`src/rtl/fifo_pkg.sv`:
```
// Shared types and helpers for the asynchronous FIFO read/write controllers.
package fifo_pkg;

  typedef enum logic {OUT_EMPTY = 1'b0, OUT_VALID = 1'b1} fwft_state_t;

  // Helpers work on a 32-bit zero-extended value; callers cast back to their pointer width.
  function automatic logic [31:0] bin2gray(input logic [31:0] b);
    return b ^ (b >> 1);
  endfunction

  function automatic logic [31:0] gray2bin(input logic [31:0] g);
    logic [31:0] b;
    for (int i = 0; i < 32; i++) begin
      b[i] = ^(g >> i);
    end
    return b;
  endfunction

  function automatic bit is_valid_depth(input int depth);
    return (depth >= 4) && ((depth & (depth - 1)) == 0);
  endfunction

endpackage

```
`src/rtl/fifo_ptr_sync.sv`:
```
// Multi-flop synchroniser for a Gray pointer crossing into this clock domain.
module fifo_ptr_sync #(
  parameter int WIDTH  = 4,
  parameter int STAGES = 2
) (
  input  logic             i_clk,
  input  logic             i_rst_n,
  input  logic [WIDTH-1:0] i_d,
  output logic [WIDTH-1:0] o_q
);

  logic [WIDTH-1:0] r_sync [STAGES];

  always_ff @(posedge i_clk or negedge i_rst_n) begin
    if (!i_rst_n) begin
      for (int i = 0; i < STAGES; i++) begin
        r_sync[i] <= '0;
      end
    end else begin
      r_sync[0] <= i_d;
      for (int i = 1; i < STAGES; i++) begin
        r_sync[i] <= r_sync[i-1];
      end
    end
  end

  assign o_q = r_sync[STAGES-1];

endmodule

```
`src/rtl/fifo_rd_ctrl.sv`:
```
// Read-side controller of the async FIFO: pointer sync, status, and standard/FWFT read data path.
module fifo_rd_ctrl
  import fifo_pkg::*;
#(
  parameter int DATA_WIDTH    = 8,
  parameter int FIFO_DEPTH    = 64,
  parameter int PTR_WIDTH     = $clog2(FIFO_DEPTH) + 1,
  parameter int SYNC_STAGES   = 2,
  parameter int AEMPTY_THRESH = 4,
  parameter int FWFT          = 0
) (
  input  logic                  rd_clk,
  input  logic                  rd_rst_n,
  input  logic                  rd_en,
  input  logic [PTR_WIDTH-1:0]  wr_ptr_gray,
  output logic [PTR_WIDTH-1:0]  rd_ptr_gray,
  output logic [PTR_WIDTH-2:0]  rd_addr,
  input  logic [DATA_WIDTH-1:0] ram_rd_data,
  output logic [DATA_WIDTH-1:0] rd_data,
  output logic                  rd_valid,
  output logic                  empty,
  output logic                  almost_empty,
  output logic [PTR_WIDTH-1:0]  rd_level,
  output logic                  underflow
);

  if (!is_valid_depth(FIFO_DEPTH)) begin : g_bad_depth
    $error("fifo_rd_ctrl: FIFO_DEPTH must be a power of two >= 4");
  end
  if (SYNC_STAGES < 2) begin : g_bad_sync
    $error("fifo_rd_ctrl: SYNC_STAGES must be >= 2");
  end

  logic [PTR_WIDTH-1:0]  w_wr_gray_s;
  logic [PTR_WIDTH-1:0]  w_wr_bin_s;
  logic [PTR_WIDTH-1:0]  w_rd_level;
  logic [PTR_WIDTH-1:0]  w_ptr_nxt;
  logic                  w_empty;
  logic                  w_fetch;
  logic                  w_uflow_req;

  logic [PTR_WIDTH-1:0]  r_rd_ptr;
  logic [PTR_WIDTH-1:0]  r_rd_ptr_gray;
  logic [DATA_WIDTH-1:0] r_rd_data;
  logic                  r_rd_valid;
  logic                  r_underflow;
  fwft_state_t           r_state;

  fifo_ptr_sync #(
    .WIDTH  (PTR_WIDTH),
    .STAGES (SYNC_STAGES)
  ) u_wr_sync (
    .i_clk   (rd_clk),
    .i_rst_n (rd_rst_n),
    .i_d     (wr_ptr_gray),
    .o_q     (w_wr_gray_s)
  );

  assign w_wr_bin_s = PTR_WIDTH'(gray2bin(32'(w_wr_gray_s)));
  assign w_rd_level = w_wr_bin_s - r_rd_ptr;
  assign w_empty    = (w_rd_level == '0);
  assign w_ptr_nxt  = r_rd_ptr + 1'b1;

  // In FWFT the output register pulls a word on its own whenever it is empty.
  always_comb begin
    w_fetch     = 1'b0;
    w_uflow_req = 1'b0;
    if (FWFT != 0) begin
      w_fetch     = !w_empty && ((r_state == OUT_EMPTY) || rd_en);
      w_uflow_req = rd_en && (r_state == OUT_EMPTY);
    end else begin
      w_fetch     = rd_en && !w_empty;
      w_uflow_req = rd_en && w_empty;
    end
  end

  always_ff @(posedge rd_clk or negedge rd_rst_n) begin
    if (!rd_rst_n) begin
      r_rd_ptr      <= '0;
      r_rd_ptr_gray <= '0;
      r_rd_data     <= '0;
      r_rd_valid    <= 1'b0;
      r_underflow   <= 1'b0;
      r_state       <= OUT_EMPTY;
    end else begin
      r_underflow <= w_uflow_req;
      if (w_fetch) begin
        r_rd_ptr      <= w_ptr_nxt;
        r_rd_ptr_gray <= PTR_WIDTH'(bin2gray(32'(w_ptr_nxt)));
        r_rd_data     <= ram_rd_data;
      end
      if (FWFT != 0) begin
        case (r_state)
          OUT_EMPTY: begin
            if (!w_empty) begin
              r_state    <= OUT_VALID;
              r_rd_valid <= 1'b1;
            end
          end
          OUT_VALID: begin
            if (rd_en && w_empty) begin
              r_state    <= OUT_EMPTY;
              r_rd_valid <= 1'b0;
            end
          end
          default: begin
            r_state    <= OUT_EMPTY;
            r_rd_valid <= 1'b0;
          end
        endcase
      end else begin
        r_rd_valid <= w_fetch;
      end
    end
  end

  assign rd_ptr_gray  = r_rd_ptr_gray;
  assign rd_addr      = r_rd_ptr[PTR_WIDTH-2:0];
  assign rd_data      = r_rd_data;
  assign rd_valid     = r_rd_valid;
  assign empty        = w_empty;
  assign almost_empty = (32'(w_rd_level) <= 32'(AEMPTY_THRESH));
  assign rd_level     = w_rd_level;
  assign underflow    = r_underflow;

endmodule
```
`config.mk`:
```
export PLATFORM = sky130hd
export DESIGN_NAME = fifo_rd_ctrl
export DESIGN_NICKNAME = d
export VERILOG_FILES = /design/src/rtl/fifo_pkg.sv /design/src/rtl/fifo_ptr_sync.sv /design/src/rtl/fifo_rd_ctrl.sv
export SDC_FILE = /design/constraint.sdc
export NUM_CORES = 1
export LEC_CHECK = 0
export CELL_PAD_IN_SITES_DETAIL_PLACEMENT = 0
export CELL_PAD_IN_SITES_GLOBAL_PLACEMENT = 1
export CORE_ASPECT_RATIO = 0.5
export CORE_MARGIN = 5
export CORE_UTILIZATION = 25
export CTS_CLUSTER_DIAMETER = 100
export CTS_CLUSTER_SIZE = 28
export DETAILED_ROUTE_END_ITERATION = 8
export PLACE_DENSITY_LB_ADDON = 0.08
export SLEW_MARGIN = 25
export SYNTH_ARGS = -nofsm -noshare
export SYNTH_HDL_FRONTEND = slang
export SYNTH_SLANG_ARGS = --single-unit
```
`constraint.sdc`:
```
create_clock -name rd_clk -period 11.8 [get_ports rd_clk]
set_clock_uncertainty 0.05 [all_clocks]
set_input_delay 2.36 -clock rd_clk [delete_from_list [all_inputs] [get_ports rd_clk]]
set_output_delay 2.36 -clock rd_clk [all_outputs]
set_load 0.005 [all_outputs]
```
==> flow_metrics.env <==
export IMPL_min_period_ns=6.81
export IMPL_tightest_slew_ns=0.831
export IMPL_vias=1257
export IMPL_max_freq_ghz=0.147
export IMPL_postPlaceCellArea_um2=2440
export IMPL_setup_ws_ns=4.99
export IMPL_cts_root_buf="clkbuf_16"
export IMPL_start_kind="register"
export IMPL_min_from="u_wr_sync.r_sync[7]"
export IMPL_power_mw=0.743
export IMPL_grt_pass1_vias=1359
export IMPL_gp_congestion=0.764
export IMPL_hold_violations=0
export IMPL_critical_path_class="register to output port"
export IMPL_area_growth_pct=39.4
export IMPL_postLayoutCellArea_um2=2600
export IMPL_antenna_found_initial=0
export IMPL_fin_crit_sh=0.577
export IMPL_syn_area_um2=1860
export IMPL_critPathMostFrequentCell="xor2_1"
export IMPL_r2r_start="u_wr_sync.o_q[6]"
export IMPL_path_delay_family="XOR/XNOR gates"
export IMPL_fill_cells=732
export IMPL_setup_tns_ns=0
export IMPL_die_area_um2=9380
export IMPL_std_cell_rows=22
export IMPL_outcome="finished, final reports clean"
export IMPL_crit_fanout=3
export IMPL_holdWs_ns=0.296
export IMPL_reg2reg_depth=14
export IMPL_timing_slew_headroom=0.446
export IMPL_grt_max_degree=38
export IMPL_rsz0062_at_grt="no"
export IMPL_postSynthAreaPerCell_um2=11.9
export IMPL_cts_tree="built"
export IMPL_post_cts_setup_buffers=0
export IMPL_io_buffer_count=49
export IMPL_crit_buf_inv=2
export IMPL_ys_seq_area_frac=0.497
export IMPL_synth_cell_types=34
export IMPL_antenna_cells=0
export IMPL_cts_made_buffers=5
export IMPL_drt_total_wl_mm=4.08
export IMPL_ctsHoldBuffers=0
export IMPL_crit_chain="xor2_1 -> xor2_1 -> xnor2_1 -> xor2_1 -> xor2_1 -> xor2_1 -> ha_1 -> fa_1 -> nand2b_1 -> a21oi_1 -> xnor2_1 -> inv_1 -> a211o_1 -> a211oi_1 -> clkdlybuf4s50_1"
export IMPL_holdPathEnd="u_wr_sync.o_q[0]"
export IMPL_die_x_um=132
export IMPL_wl_per_cell_um=13.4
export IMPL_final_nets=234
export IMPL_clock_path_buffers=2
export IMPL_yosys_warnings=0
export IMPL_power_leakage_nw=1.15
export IMPL_viasPerCell=4.13
export IMPL_setup_viol=0
export IMPL_cap_violations=0
export IMPL_dp_hpwl_mm=3.07
export IMPL_grt_pass1_wl_mm=6.80
export IMPL_netlist_instances=156
export IMPL_ioPinCount=50
export IMPL_crit_slowest_cell="clkdlybuf4s50_1"
export IMPL_powerDensity_nw_per_um2=286
export IMPL_ir_drop_v=0.0000722
export IMPL_ys_ff_latch=37
export IMPL_critPathRequiredTime_ns=9.39
export IMPL_r2r_end="rd_data[1]"
export IMPL_arrival_ns=4.40
export IMPL_worstSetupEndpointType="output port"
export IMPL_htreeDepth=2
export IMPL_insertion_delay_ns=0.27
export IMPL_ff2ff_setup_slack_ns=7.63
export IMPL_hold_path_cell_count=0
export IMPL_drtPass1Iterations=4
export IMPL_grt_use_total=0.0913
export IMPL_synth_nets=182
export IMPL_cp_depth=15
export IMPL_drv_slew=0
export IMPL_pre_cts_slack_ns=5.24
export IMPL_die_y_um=71.0
export IMPL_cts_sinks=37
export IMPL_ant_nets=0
export IMPL_drive_above_1_share=0.135
export IMPL_ctsResizeCount=0
export IMPL_clkTransAtPathRegs_ns=0.05
export IMPL_grt_overflow=0
export IMPL_hp_class="register to register"
export IMPL_coreArea_um2=7290
export IMPL_drt_iter0_markers=12
export IMPL_initial_utilization=0.255
export IMPL_drc=0
export IMPL_slowest_delay_ns=0.54
## final cells by class
| type | instances | area (um2) | area share |
|---|---|---|---|
| Inverter | 17 | 63.8 | 0.0246 |
| Tap cell | 96 | 120 | 0.0462 |
| Clock buffer | 5 | 125 | 0.0482 |
| Multi-Input combinational cell | 98 | 842 | 0.324 |
| Timing Repair Buffer | 49 | 485 | 0.187 |
| Clock inverter | 2 | 35.0 | 0.0135 |
| Sequential cell | 37 | 926 | 0.356 |
## logic make-up after synthesis
family | share of synthesized area
compound gates | 0.0638
xor+xnor | 0.122
fa+ha+maj | 0.0578
buf+inv | 0.0510
flops | 0.497
mux | 0.113
simple gates | 0.0954
## metrics by stage
step	util	instances
after floorplan	-	156
after global placement	0.334	297
after detailed placement	0.334	297
after CTS	0.356	304
after global routing	0.356	304
final	0.356	304
## where the power goes
group	total, mW	internal (mW)	switching (mW)
clock	0.145	0.0979	0.0468
sequential	0.191	0.156	0.0349
combinational	0.407	0.236	0.171
total	0.743	0.490	0.253
## metal layers
layer  vias up  global-route usage  share of wire
met5         -                   0              0
met4         0              0.0342         0.0056
met3         4              0.0313          0.055
met2        36               0.138           0.43
met1       594               0.122           0.51
li1        623                   -              -
## cell usage after synthesis, drive strengths merged
cell type,number,area (um2)
dfrtp,37,926
xnor2,19,166
inv,17,63.8
mux2,16,210
nand2,8,37.5
ha,7,87.6
nand3,7,35.0
xor2,7,61.3
nor2,6,22.5
o21ai,4,20.0
a21oi,3,15.0
clkbuf,3,11.3
a211o,2,17.5
nor2b,2,12.5
or2,2,12.5
a211oi,1,7.51
a21o,1,7.51
a311o,1,10.0
a31oi,1,6.26
buf,1,20.0
fa,1,20.0
nand2b,1,6.26
nand4,1,6.26
nand4b,1,23.8
nor3,1,5.00
nor3b,1,7.51
nor4b,1,8.76
o2111a,1,11.3
o21a,1,7.51
o22a,1,10.0
o22ai,1,6.26
## sequential cells by signal, indices dropped and copies added, names as in the netlist
name	cells
rd_data	8
rd_ptr_gray	7
u_wr_sync.o_q	7
u_wr_sync.r_sync	7
r_rd_ptr	6
rd_valid	1
underflow	1
## layout by cell type (no fill, tap or decap), drive strengths merged, types with 2 or more instances in the layout
cell and instances:
a211o 2, a21oi 3, clkbuf 5, clkdlybuf4s50 48, dfrtp 37, ha 7
inv 17, mux2 16, nand2 8, nand3 7, nor2 6, nor2b 2
o21ai 4, or2 2, xnor2 19, xor2 7
## worst max-delay path by stage
stage / from / slack [ns] / end
6_report: u_wr_sync.o_q[6] / 4.99 / almost_empty
5_1_grt: u_wr_sync.o_q[6] / 4.72 / almost_empty
4_1_cts: u_wr_sync.o_q[6] / 4.93 / almost_empty
3_5_place_dp: u_wr_sync.o_q[6] / 5.24 / almost_empty
3_3_place_gp: u_wr_sync.o_q[6] / 5.37 / almost_empty
2_1_floorplan: u_wr_sync.o_q[6] / 6.03 / almost_empty
(Power assumes the default switching activity.)
